## config.mk

```make
export PLATFORM = sky130hd
export DESIGN_NAME = bit_serial_adder
export DESIGN_NICKNAME = d
export VERILOG_FILES = /design/src/rtl/bit_serial_adder_pkg.sv /design/src/rtl/bit_serial_adder_full_adder_cell.sv /design/src/rtl/bit_serial_adder.sv
export SDC_FILE = /design/constraint.sdc
export NUM_CORES = 1
export LEC_CHECK = 0
export CAP_MARGIN = 0
export CORE_UTILIZATION = 45
export CTS_BUF_LIST = sky130_fd_sc_hd__clkbuf_4 sky130_fd_sc_hd__clkbuf_8
export DETAILED_ROUTE_END_ITERATION = 10
export HOLD_SLACK_MARGIN = 0.02
export PLACE_DENSITY_LB_ADDON = 0.08
export SLEW_MARGIN = 20
export SYNTH_ARGS = -nofsm -noshare
export SYNTH_HDL_FRONTEND = slang
export SYNTH_HIERARCHICAL = 1
export SYNTH_SLANG_ARGS = --single-unit
```

## constraint.sdc

```tcl
create_clock -name clk -period 1.8 [get_ports clk]
set_input_delay 0.36 -clock clk [delete_from_list [all_inputs] [get_ports clk]]
set_output_delay 0.36 -clock clk [all_outputs]
set_load 0.02 [all_outputs]
```

## src/rtl/bit_serial_adder_pkg.sv

```systemverilog
// Shared definitions for the bit-serial adder: FSM state encoding and
// the helper that sizes the bit counter from the operand width.
package bit_serial_adder_pkg;

    typedef enum logic [1:0] {
        IDLE = 2'b00,
        RUN  = 2'b01,
        DONE = 2'b10
    } state_t;

    // Bit-counter width for a given operand width; never narrower than one bit.
    function automatic int cnt_width(input int width);
        return (width > 1) ? $clog2(width) : 1;
    endfunction

endpackage

```

## src/rtl/bit_serial_adder_full_adder_cell.sv

```systemverilog
// Single-bit full-adder cell; the additive twin of the borrow-ripple
// subtractor cell. Purely combinational.
module full_adder_cell (
    input  logic a,
    input  logic b,
    input  logic c,
    output logic s,
    output logic co
);

    logic half_s;

    assign half_s = a ^ b;
    assign s      = half_s ^ c;
    assign co     = (a & b) | (c & half_s);

endmodule

```

## src/rtl/bit_serial_adder.sv

```systemverilog
// Bit-serial adder: captures two operands and a carry-in on start, adds one
// bit per clock LSB-first through one full-adder cell, then publishes the
// sum and carry-out together with a one-cycle done pulse.
module bit_serial_adder
    import bit_serial_adder_pkg::*;
#(
    parameter int WIDTH = 8
) (
    input  logic             clk,
    input  logic             rst_n,
    input  logic             start,
    input  logic [WIDTH-1:0] a,
    input  logic [WIDTH-1:0] b,
    input  logic             cin,
    output logic             busy,
    output logic             done,
    output logic [WIDTH-1:0] sum,
    output logic             cout
);

    localparam int               CNT_W    = cnt_width(WIDTH);
    localparam logic [CNT_W-1:0] LAST_CNT = CNT_W'(WIDTH - 1);

    state_t             state_r;
    logic [WIDTH-1:0]   a_sh_r;
    logic [WIDTH-1:0]   b_sh_r;
    // Holds the sum bits produced so far; the bit being computed this cycle
    // comes straight from the cell, so only WIDTH-1 bits need storage.
    logic [WIDTH-2:0]   s_sh_r;
    logic               carry_r;
    logic [CNT_W-1:0]   cnt_r;
    logic [WIDTH-1:0]   sum_r;
    logic               cout_r;
    logic               done_r;

    logic               fa_sum_s;
    logic               fa_cout_s;
    logic [WIDTH-1:0]   sum_next_s;

    full_adder_cell u_fa (
        .a  (a_sh_r[0]),
        .b  (b_sh_r[0]),
        .c  (carry_r),
        .s  (fa_sum_s),
        .co (fa_cout_s)
    );

    // New sum bit enters at the top; after the last bit this is the full result.
    assign sum_next_s = {fa_sum_s, s_sh_r};

    // Sequencer: operand load, per-bit shift/carry update and result publication.
    always_ff @(posedge clk or negedge rst_n) begin
        if (!rst_n) begin
            state_r <= IDLE;
            a_sh_r  <= {WIDTH{1'b0}};
            b_sh_r  <= {WIDTH{1'b0}};
            s_sh_r  <= {(WIDTH-1){1'b0}};
            carry_r <= 1'b0;
            cnt_r   <= {CNT_W{1'b0}};
            sum_r   <= {WIDTH{1'b0}};
            cout_r  <= 1'b0;
            done_r  <= 1'b0;
        end else begin
            case (state_r)
                IDLE: begin
                    done_r <= 1'b0;
                    if (start) begin
                        a_sh_r  <= a;
                        b_sh_r  <= b;
                        s_sh_r  <= {(WIDTH-1){1'b0}};
                        carry_r <= cin;
                        cnt_r   <= {CNT_W{1'b0}};
                        state_r <= RUN;
                    end else begin
                        state_r <= IDLE;
                    end
                end
                RUN: begin
                    // start is deliberately not looked at here: in-flight work is never disturbed.
                    a_sh_r  <= {1'b0, a_sh_r[WIDTH-1:1]};
                    b_sh_r  <= {1'b0, b_sh_r[WIDTH-1:1]};
                    s_sh_r  <= sum_next_s[WIDTH-1:1];
                    carry_r <= fa_cout_s;
                    cnt_r   <= cnt_r + CNT_W'(1);
                    if (cnt_r == LAST_CNT) begin
                        sum_r   <= sum_next_s;
                        cout_r  <= fa_cout_s;
                        done_r  <= 1'b1;
                        state_r <= DONE;
                    end else begin
                        done_r  <= 1'b0;
                        state_r <= RUN;
                    end
                end
                DONE: begin
                    done_r <= 1'b0;
                    // Restart straight from DONE so back-to-back adds lose no cycle.
                    if (start) begin
                        a_sh_r  <= a;
                        b_sh_r  <= b;
                        s_sh_r  <= {(WIDTH-1){1'b0}};
                        carry_r <= cin;
                        cnt_r   <= {CNT_W{1'b0}};
                        state_r <= RUN;
                    end else begin
                        state_r <= IDLE;
                    end
                end
                default: begin
                    done_r  <= 1'b0;
                    state_r <= IDLE;
                end
            endcase
        end
    end

    assign busy = (state_r == RUN);
    assign done = done_r;
    assign sum  = sum_r;
    assign cout = cout_r;

endmodule

```

==> flow_metrics.tcl <==
set metrics [dict create \
    status "complete, no violations" \
    gp_congestion 0.702 \
    synth_mux_area_share_pct 15.0 \
    critPathLaunchType "register" \
    ys_seq_area_share_pct 54.4 \
    setup_tns_ns 0 \
    leakage_uw 0.000955 \
    crit_buf_inv 1 \
    cts_tree "yes" \
    yosys_warnings 6 \
    start_util_pct 48.0 \
    cp.arrival_ns 1.26 \
    dieArea_mm2 0.00425 \
    hold_buffers 0 \
    clock-skew-final_ns 0.00666 \
    place_hpwl_um 2260 \
    htree_levels 2 \
    die_w_um 65.2 \
    cp-end-kind "output pin" \
    clkTransAtPathRegs_ns 0.08 \
    fmax_mhz 617 \
    viasPerCell 5.33 \
    cts_resized 1 \
    rsz0062_at_grt "false" \
    critPathMaxStageDelay_ns 0.61 \
    maxSlewHeadroom_pct 67.3 \
    synth_top_family_by_area "multiplexers" \
    r2r_setup_slack_ns 0.33 \
    routedWlPerCell_um 14.3 \
    syn-instance-count 144 \
    io_buffers 30 \
    synth-adder-area-share_pct 2.51 \
    yosysUniqueCellTypes 26 \
    root_buffer "clkbuf_8" \
    synth_edf_count 0 \
    antenna_found_initial 0 \
    grt.total_usage_pct 18.3 \
    core_area_mm2 0.00374 \
    clock-sinks 39 \
    worst_pin_slew_ns 0.490 \
    drt_iter0_drc 60 \
    synthArstFlopShare_pct 100 \
    grt_pass1_vias 1231 \
    final_hold_viol_count 0 \
    drt_wl_total_um 3210 \
    drc 0 \
    final_antenna_net_count 0 \
    post_cts_buffers 0 \
    avgSynthCellArea_um2 12.5 \
    cp_slowest_cell "clkdlybuf4s50_1" \
    io_pins 31 \
    grt_max_degree 27 \
    antennaDiodeCount 0 \
    clock_path_buffers 2 \
    power_density_mw_per_mm2 1680 \
    cts_buffers 5 \
    synth_compound_area_share_pct 14.1 \
    required_ns 1.44 \
    dieHeight_um 65.2 \
    clkLatencyLatePin_ns 0.28 \
    ys_ff_latch 39 \
    nNetsFinal 199 \
    syn_area_mm2 0.00180 \
    setup_violations 0 \
    min_path_type "in -> async" \
    period_needed_ns 1.62 \
    num_rows 22 \
    yosys.area_share.simple_pct 9.76 \
    crit_type "reg -> out" \
    grt_pass1_wl_um 5800 \
    synth_fp_nets 167 \
    vias 1199 \
    grt-ovfl-total 0 \
    drv_slew 0 \
    cp_max_fo 2 \
    ir_drop_mv 0.711 \
    area_delta_synth_final_pct 23.8 \
    drive_above_1_share_pct 18.1 \
    path_delay_family "buffers and inverters" \
    ys_dominant_reg_cell "dfrtp_1" \
    max_cap_viol_count 0 \
    final_util_pct 59.4 \
    synth_xor_area_share_pct 0 \
    path_cells "clkdlybuf4s50_1" \
    min_period_over_period_pct 90.0 \
    dr.pass1.iters 4 \
]
-- registers in the layout (all words and copies together) (netlist names) --
signal	cells
a_sh_r	8
b_sh_r	8
sum	8
s_sh_r	7
cnt_r	3
state_r	2
carry_r	1
cout	1
done	1
-- metal layers --
layer  vias up  routed length, um  part of all wire (%)  track usage, %
met2        29               1510                    47            29.9
met3         4                129                   4.0            3.82
met1       587               1540                    48            23.4
met5         -                  0                     0               0
li1        579                  -                     -               -
met4         0                 34                   1.1            8.15
-- metrics by stage --
step | std cells | setup WS (ns) | power [uW] | hold slack, ns | area, um^2
after floorplan | 144 | 0.402 | 2710 | 0.0644 | 1800
after global placement | 217 | 0.242 | 3140 | 0.349 | 2130
after detailed placement | 217 | 0.192 | 3220 | 0.357 | 2130
after CTS | 225 | 0.164 | 3800 | 0.0413 | 2220
after global routing | 225 | 0.120 | 4030 | 0.0640 | 2220
final | 225 | 0.179 | 3740 | 0.0298 | 2220
-- Yosys cell counts (all sizes together) (2+ instances only) --
| cell type | n | share of area, % |
|---|---|---|
| dfrtp | 39 | 54 |
| mux2i | 10 | 5.6 |
| nand2b | 2 | 1.1 |
| nor3 | 6 | 1.7 |
| a21oi | 9 | 2.5 |
| nand3 | 2 | 0.56 |
| nor2 | 8 | 1.8 |
| inv | 3 | 0.91 |
| buf | 7 | 2.6 |
| a211oi | 9 | 3.8 |
| mux2 | 12 | 9.4 |
| nor2b | 10 | 3.5 |
| a22o | 10 | 4.9 |
| o22ai | 6 | 2.1 |
| ha | 2 | 1.4 |
| clkbuf | 4 | 0.84 |
| o21ai | 3 | 0.84 |
-- final cells by class --
cell class              instances  area (um^2)
multi-input cells              91          742
well taps                      48         60.1
repair buffers                 36          339
clock inverters                 3         20.0
flip-flops and latches         39          976
fillers                       322         1520
clock buffers                   5         68.8
inverters                       3         16.3
-- power by group --
| part | internal [uW] | switching, uW | total, uW |
|---|---|---|---|
| clock network | 269 | 303 | 573 |
| registers | 1270 | 266 | 1540 |
| logic | 861 | 770 | 1630 |
-- worst reg2reg max path, cell delays in order, from the launching register on --
cell and delay [ns]:
dfrtp_1 0.38, nand2b_4 0.20, inv_6 0.06, buf_4 0.22, nand2_8 0.13, inv_2 0.09
mux2_4 0.29
-- cell usage in the layout, fill, tap and decap left out, types with 2 or more instances in the layout --
cell type        count
a211oi_1             9
a21oi_1              9
a22o_1              10
buf_4                6
clkbuf_8             5
clkdlybuf4s50_1     28
clkinvlp_4           2
dfrtp_1             39
ha_1                 2
mux2_2               3
mux2_4               9
mux2i_1             10
nand3_1              2
nor2_1               7
nor2b_1             10
nor3_1               6
o21ai_0              3
o22ai_1              6
-- path summary, 6_finish.rpt --
kind / cells past startpoint / startpoint / to
max in group asynchronous: 2 / rst_n / done
setup reg to reg: 6 / state_r[1] / sum[0]
hold reg to reg: 1 / b_sh_r[7] / b_sh_r[7]
hold / removal: 1 / rst_n / b_sh_r[3]
setup / recovery: 1 / sum[0] / sum[0]
min in group clk: 1 / b_sh_r[7] / b_sh_r[7]
-- cells by family after synthesis --
logic type,after synthesis
AOI/OAI and AO/OA,37
adders and majority gates,3
buffers and inverters,14
muxes,22
DFF,39
and+or+nand+nor,29
Power figures use the tool's default switching activity.
